$ cat src/rtl/ntt_layer_sched_if.sv
// Butterfly-side bus of the NTT layer scheduler: issue handshake, coefficient
// indices, zeta ROM lookup and the writeback-complete strobe.
interface ntt_layer_sched_if #(
    parameter int W = 16
);
    logic         bf_valid;
    logic         bf_ready;
    logic [7:0]   left_idx_o;
    logic [7:0]   right_idx_o;
    logic [6:0]   zeta_addr_o;
    logic [W-1:0] zeta_data_i;
    logic [W-1:0] twiddle_o;
    logic         out_valid_i;

    modport master (
        output bf_valid, left_idx_o, right_idx_o, zeta_addr_o, twiddle_o,
        input  bf_ready, zeta_data_i, out_valid_i
    );

    modport slave (
        input  bf_valid, left_idx_o, right_idx_o, zeta_addr_o, twiddle_o,
        output bf_ready, zeta_data_i, out_valid_i
    );
endinterface

$ cat src/rtl/ntt_layer_sched.sv
// Constant-time issue scheduler for a 256-point forward NTT: walks 7 layers of
// 128 butterflies each, tracking in-flight butterflies between layers.
module ntt_layer_sched #(
    parameter int N_COEFF = 256,
    parameter int W       = 16,
    parameter int INFL_W  = 4
) (
    input  logic                  clk,
    input  logic                  rst_n,
    input  logic                  start,
    input  logic                  abort,
    ntt_layer_sched_if.master     bf,
    output logic                  busy,
    output logic [2:0]            layer_o,
    output logic                  done,
    output logic                  aborted,
    output logic [15:0]           cycles_o
);
    localparam logic [6:0] LAST_B = 7'(N_COEFF / 2 - 1);

    typedef enum logic [2:0] {IDLE, ISSUE, DRAIN, ABORT, DONE} state_t;

    state_t            state_q, state_d;
    logic [2:0]        layer_q, layer_d;
    logic [6:0]        b_q, b_d;
    logic [INFL_W-1:0] infl_q, infl_d;
    logic [15:0]       cnt_q, cnt_d;
    logic [15:0]       cyc_q, cyc_d;

    logic              hs;
    logic              infl_zero;
    logic [2:0]        shamt;
    logic [7:0]        len;
    logic [6:0]        g;
    logic [7:0]        off;
    logic [7:0]        left;
    logic [6:0]        zeta;

    function automatic logic [15:0] sat_inc16(input logic [15:0] v);
        return (v == 16'hFFFF) ? v : v + 16'd1;
    endfunction

    // Index generation is a pure function of (layer, b), so timing never depends on data.
    always_comb begin
        shamt = 3'd7 - layer_q;
        len   = 8'd1 << shamt;
        g     = b_q >> shamt;
        off   = {1'b0, b_q} & (len - 8'd1);
        left  = ({g, 1'b0} << shamt) + off;
        zeta  = (7'd1 << layer_q) + g;
    end

    assign hs        = (state_q == ISSUE) && bf.bf_ready;
    assign infl_zero = (infl_q == '0);

    assign bf.bf_valid    = (state_q == ISSUE);
    assign bf.left_idx_o  = (state_q == ISSUE) ? left : 8'd0;
    assign bf.right_idx_o = (state_q == ISSUE) ? left + len : 8'd0;
    assign bf.zeta_addr_o = (state_q == ISSUE) ? zeta : 7'd0;
    assign bf.twiddle_o   = bf.zeta_data_i;

    assign busy     = (state_q != IDLE);
    assign layer_o  = layer_q;
    assign done     = (state_q == DONE);
    assign aborted  = (state_q == ABORT) && infl_zero;
    assign cycles_o = cyc_q;

    always_comb begin
        infl_d = infl_q;
        if (hs && !bf.out_valid_i)
            infl_d = infl_q + INFL_W'(1);
        else if (!hs && bf.out_valid_i && !infl_zero)
            infl_d = infl_q - INFL_W'(1);
    end

    always_comb begin
        state_d = state_q;
        layer_d = layer_q;
        b_d     = b_q;
        cyc_d   = cyc_q;
        cnt_d   = (state_q != IDLE) ? sat_inc16(cnt_q) : cnt_q;
        if (hs)
            b_d = b_q + 7'd1;
        case (state_q)
            IDLE: begin
                if (start) begin
                    layer_d = 3'd0;
                    b_d     = 7'd0;
                    cnt_d   = 16'd0;
                    state_d = ISSUE;
                end
            end
            ISSUE: begin
                if (abort)
                    state_d = ABORT;
                else if (hs && b_q == LAST_B)
                    state_d = DRAIN;
            end
            DRAIN: begin
                if (abort)
                    state_d = ABORT;
                else if (infl_zero) begin
                    if (layer_q < 3'd6) begin
                        layer_d = layer_q + 3'd1;
                        state_d = ISSUE;
                    end else begin
                        state_d = DONE;
                    end
                end
            end
            ABORT: begin
                if (infl_zero) begin
                    cyc_d   = sat_inc16(cnt_q);
                    state_d = IDLE;
                end
            end
            DONE: begin
                cyc_d   = sat_inc16(cnt_q);
                state_d = IDLE;
            end
            default: state_d = IDLE;
        endcase
    end

    always_ff @(posedge clk or negedge rst_n) begin
        if (!rst_n) begin
            state_q <= IDLE;
            layer_q <= 3'd0;
            b_q     <= 7'd0;
            infl_q  <= '0;
            cnt_q   <= 16'd0;
            cyc_q   <= 16'd0;
        end else begin
            state_q <= state_d;
            layer_q <= layer_d;
            b_q     <= b_d;
            infl_q  <= infl_d;
            cnt_q   <= cnt_d;
            cyc_q   <= cyc_d;
        end
    end
endmodule

$ cat src/flat_wrapper.sv
// flat-port wrapper written by rule: the top's interface ports become plain ports
module ntt_layer_sched_flat 
#(
    parameter int N_COEFF = 256,
    parameter int W       = 16,
    parameter int INFL_W  = 4
)
  (clk, rst_n, start, abort, busy, layer_o, done, aborted, cycles_o, bf_bf_valid, bf_left_idx_o, bf_right_idx_o, bf_zeta_addr_o, bf_twiddle_o, bf_bf_ready, bf_zeta_data_i, bf_out_valid_i);
  ntt_layer_sched_if #(.W(W)) bf_i ();
  input  logic clk;
  input  logic rst_n;
  input  logic start;
  input  logic abort;
  output logic busy;
  output logic [2:0] layer_o;
  output logic done;
  output logic aborted;
  output logic [15:0] cycles_o;
  output wire logic [$bits(bf_i.bf_valid)-1:0] bf_bf_valid;
  output wire logic [$bits(bf_i.left_idx_o)-1:0] bf_left_idx_o;
  output wire logic [$bits(bf_i.right_idx_o)-1:0] bf_right_idx_o;
  output wire logic [$bits(bf_i.zeta_addr_o)-1:0] bf_zeta_addr_o;
  output wire logic [$bits(bf_i.twiddle_o)-1:0] bf_twiddle_o;
  input wire logic [$bits(bf_i.bf_ready)-1:0] bf_bf_ready;
  input wire logic [$bits(bf_i.zeta_data_i)-1:0] bf_zeta_data_i;
  input wire logic [$bits(bf_i.out_valid_i)-1:0] bf_out_valid_i;
  assign bf_bf_valid = bf_i.bf_valid;
  assign bf_left_idx_o = bf_i.left_idx_o;
  assign bf_right_idx_o = bf_i.right_idx_o;
  assign bf_zeta_addr_o = bf_i.zeta_addr_o;
  assign bf_twiddle_o = bf_i.twiddle_o;
  assign bf_i.bf_ready = bf_bf_ready;
  assign bf_i.zeta_data_i = bf_zeta_data_i;
  assign bf_i.out_valid_i = bf_out_valid_i;
  ntt_layer_sched #(.N_COEFF(N_COEFF), .W(W), .INFL_W(INFL_W)) u_core (.clk(clk), .rst_n(rst_n), .start(start), .abort(abort), .bf(bf_i), .busy(busy), .layer_o(layer_o), .done(done), .aborted(aborted), .cycles_o(cycles_o));
endmodule
$ cat config.mk
export PLATFORM = sky130hd
export DESIGN_NAME = ntt_layer_sched_flat
export DESIGN_NICKNAME = d
export VERILOG_FILES = /design/src/rtl/ntt_layer_sched_if.sv /design/src/rtl/ntt_layer_sched.sv /design/src/flat_wrapper.sv
export SDC_FILE = /design/constraint.sdc
export NUM_CORES = 1
export LEC_CHECK = 0
export BUFFER_PORTS_ARGS = -buffer_cell sky130_fd_sc_hd__buf_2
export CORE_UTILIZATION = 25
export DETAILED_ROUTE_END_ITERATION = 8
export PLACE_DENSITY = 0.51
export SLEW_MARGIN = 20
export SYNTH_ARGS = -nofsm -noshare
export SYNTH_HDL_FRONTEND = slang
export SYNTH_SLANG_ARGS = --single-unit
$ cat constraint.sdc
create_clock -name clk -period 4.6 [get_ports clk]
set_input_delay 0.69 -clock clk [delete_from_list [all_inputs] [get_ports clk]]
set_output_delay 0.69 -clock clk [all_outputs]
set_load 0.05 [all_outputs]
==> summary.txt <==
Route
  – Mean routed wirelength per cell: 14.5 um
  – Post-route ant nets: 0
  – Drt drc: 0
  – Vias: 3,731
  – 1st-iter DRT viols: 178
  – Drt pass-1 iters: 5
  – Via density: 4.85
  – Final WL: 11.2 mm

STA
  – Final hold vios: 0
  – Final period util: 99.5%
  – Clk_skew: 0.00813 ns
  – Pins Over Slew Limit: 0
  – Slew HR: 52.6%
  – Worst-Margin Slew: 0.709 ns
  – RSZ-0062 raised after global routing: yes
  – Setup tns final: 0 ns
  – Fmax: 219 MHz
  – Period minus WS final: 4.58 ns
  – PnR worst setup slack: 0.0237 ns
  – Min Hold Slack: 0.398 ns
  – # setup viols final: 0

Placed design
  – Gpl congestion: 0.857
  – Setup WS pre-CTS: 0.0600 ns
  – IO Port Bufs: 51
  – DP HPWL: 8.01 mm

Logic synthesis
  – Synth top area share: 29.0%
  – Main combinational cell family by area after synthesis: simple AND/OR/NAND/NOR gates
  – Cell count after synthesis: 509
  – Seq/Total Area, Yosys: 29.0%
  – Xor and xnor fraction of the mapped netlist area: 8.27%
  – Adder-cell area share of the yosys netlist: 9.31%
  – Synth unique cells: 65
  – Mapped Area: 0.00424 sq mm
  – Synth Flop Type: dfrtp_1
  – Yosys top cell by area: dfrtp_1
  – Multiplexer area fraction after synthesis: 4.61%
  – Synth Area in Simple Gates: 22.3%
  – Mapped Avg Cell Area: 8.32 sq um
  – Number of synthesized register bits: 49
  – Ys async rst share: 100%
  – Compound-Gate Fraction of Synth Area: 18.3%
  – YS warnings: 0
  – Syn_nets: 559
  – Ranking of synthesized cells by area: dfrtp_1, ha_1, nor2_1
  – Post-synth EDFFs: 0

Clock network
  – Clk root buf: clkbuf_16
  – Max clock buf depth: 2
  – TritonCTS clock tree: built
  – Clk slew on worst S/H paths: 0.07 ns
  – H-tree levels: 2
  – CTS buffer count: 5
  – Worst skew pair latency: 0.29 ns
  – CTS Sinks: 49

Die
  – Die area: 0.0175 sq mm
  – Chip Width: 132 um
  – # rows: 47
  – Core area: 0.0166 sq mm
  – Ports: 84
  – Starting Density: 25.5%
  – Die height: 132 um

Worst setup path
  – Startpoint Class: flop
  – R2R setup slack: 1.88 ns
  – Slowest CP cell: dfrtp_2
  – Worst path cell trace: buf_6, ha_4, o21ba_4, o21ai_2, o21ai_2, mux2_4, a21oi_2, nor2b_1, ha_1, o21a_1, o31a_1, a21oi_2, ha_1, o21a_1, o31a_1, mux2i_1, xnor2_1, nor2_4, buf_6
  – Crit-path max cell delay: 0.45 ns
  – Critical path data arrival time: 3.89 ns
  – Crit path buf inv count: 2
  – Crit path max fanout: 6
  – Gate family responsible for the most delay along the worst path: compound AO/OA/AOI/OAI gates
  – WP data required: 3.91 ns
  – CP Capture Type: primary output
  – Crit path kind: flop to primary output

Cells and area
  – Area delta synth->final: 19.9%
  – Most frequent cells in the layout: nor2_1, buf_2, dfrtp_1
  – Final nets: 599
  – Commonest non-fill, non-tap cell in the layout: nor2_1
  – Final core occ: 30.6%
  – Share of layout cells above drive strength 1: 26.0%
  – ANT cells: 0

Global routing
  – Largest net degree at the start of global routing: 33
  – First-pass GRT wire length: 18.3 mm
  – Initial antenna violation count: 0
  – GRT Total Usage: 12.7%
  – Vias in the first global route: 3,690
  – GR Overflow Total: 0

Hold path
  – Min-Delay Path Class: input pin to async pin

Power
  – P_leak: 2.19 nW
  – Total power: 2.95 mW
  – PwrDens: 580 mW/mm^2
  – Peak supply drop: 312 uV

Outcome
  – Status: finished, final reports clean

Run
  – Max-Cap Viols: 0
metrics by stage:
| step | cell area (sq um) | instances |
|---|---|---|
| 3_5_place_dp | 4670 | 752 |
| 3_3_place_gp | 4670 | 752 |
| 2_1_floorplan | 4270 | 509 |
| 5_1_grt | 5080 | 770 |
| 6_report | 5080 | 770 |
| 4_1_cts | 4930 | 767 |
final timing paths:
| kind | start | end | cells past startpoint |
|---|---|---|---|
| hold reg to reg | u_core.infl_q[3] | u_core.infl_q[3] | 1 |
| min in group clk | u_core.infl_q[3] | u_core.infl_q[3] | 1 |
| hold / removal | rst_n | u_core.cycles_o[2] | 1 |
| setup reg to reg | u_core.state_q[0] | u_core.b_q[5] | 6 |
| max in group asynchronous | rst_n | u_core.layer_o[2] | 2 |
| setup / recovery | u_core.layer_o[0] | bf_right_idx_o[7] | 19 |
cells in the mapped netlist (3+ instances only):
| library cell | n |
|---|---|
| nor2_1 | 60 |
| dfrtp_1 | 49 |
| a21oi_1 | 36 |
| nand2_1 | 34 |
| o21ai_0 | 30 |
| ha_1 | 25 |
| xnor2_1 | 25 |
| buf_4 | 18 |
| clkbuf_1 | 18 |
| and2_1 | 16 |
| nand3_1 | 16 |
| inv_1 | 15 |
| xor2_1 | 15 |
| buf_2 | 11 |
| nor2b_1 | 11 |
| a31oi_1 | 10 |
| nor3_1 | 9 |
| nand4_1 | 7 |
| mux2_2 | 6 |
| mux2i_1 | 6 |
| o21a_1 | 6 |
| a211oi_1 | 5 |
| a21o_1 | 5 |
| and3_1 | 5 |
| o21bai_1 | 5 |
| a311oi_1 | 4 |
| and4_1 | 4 |
| nand2b_1 | 4 |
| nor3b_1 | 4 |
| fa_1 | 3 |
| o31ai_1 | 3 |
| or3_1 | 3 |
layer usage:
layer  wire length [um]  GRT usage, %
met2               5490          22.4
met5                  0             0
met3                371          1.73
met1               5200          16.2
met4                 99          3.23
kinds of logic after synthesis:
kind of cell / Yosys count
other: 1
muxes: 15
xor gates and xnor gates: 40
buffers and inverters: 66
adders and majority gates: 30
and+or+nand+nor: 186
DFF: 49
AOI/OAI and AO/OA: 122
flip-flops by register name, indices dropped and copies added (netlist names):
name	count
u_core.cnt_q	16
u_core.layer_o	3
u_core.b_q	7
u_core.state_q	3
u_core.infl_q	4
u_core.cycles_o	16
where the power goes:
group / internal, mW / switching (mW) / total (mW)
Clock: 0.217 / 0.162 / 0.378
Combinational: 0.643 / 1.18 / 1.82
Sequential: 0.573 / 0.170 / 0.743
area by class of cell:
class,count,area [sq um]
clock inverter,2,13.8
multi-input combinational,394,2840
sequential,49,1230
timing repair buffer,83,520
clock buffer,6,139
inverter,16,61.3
tap,220,275
fill,1784,11500
timing repair:
action / CTS / global route
hold buffers: 0 / 0
resized for setup: 15 / 28
pin swaps: 4 / 14
endpoints found under the setup margin: 3 / 5
buffers inserted: 7 / 5
Note: power is estimated with default switching activity, not from simulation.
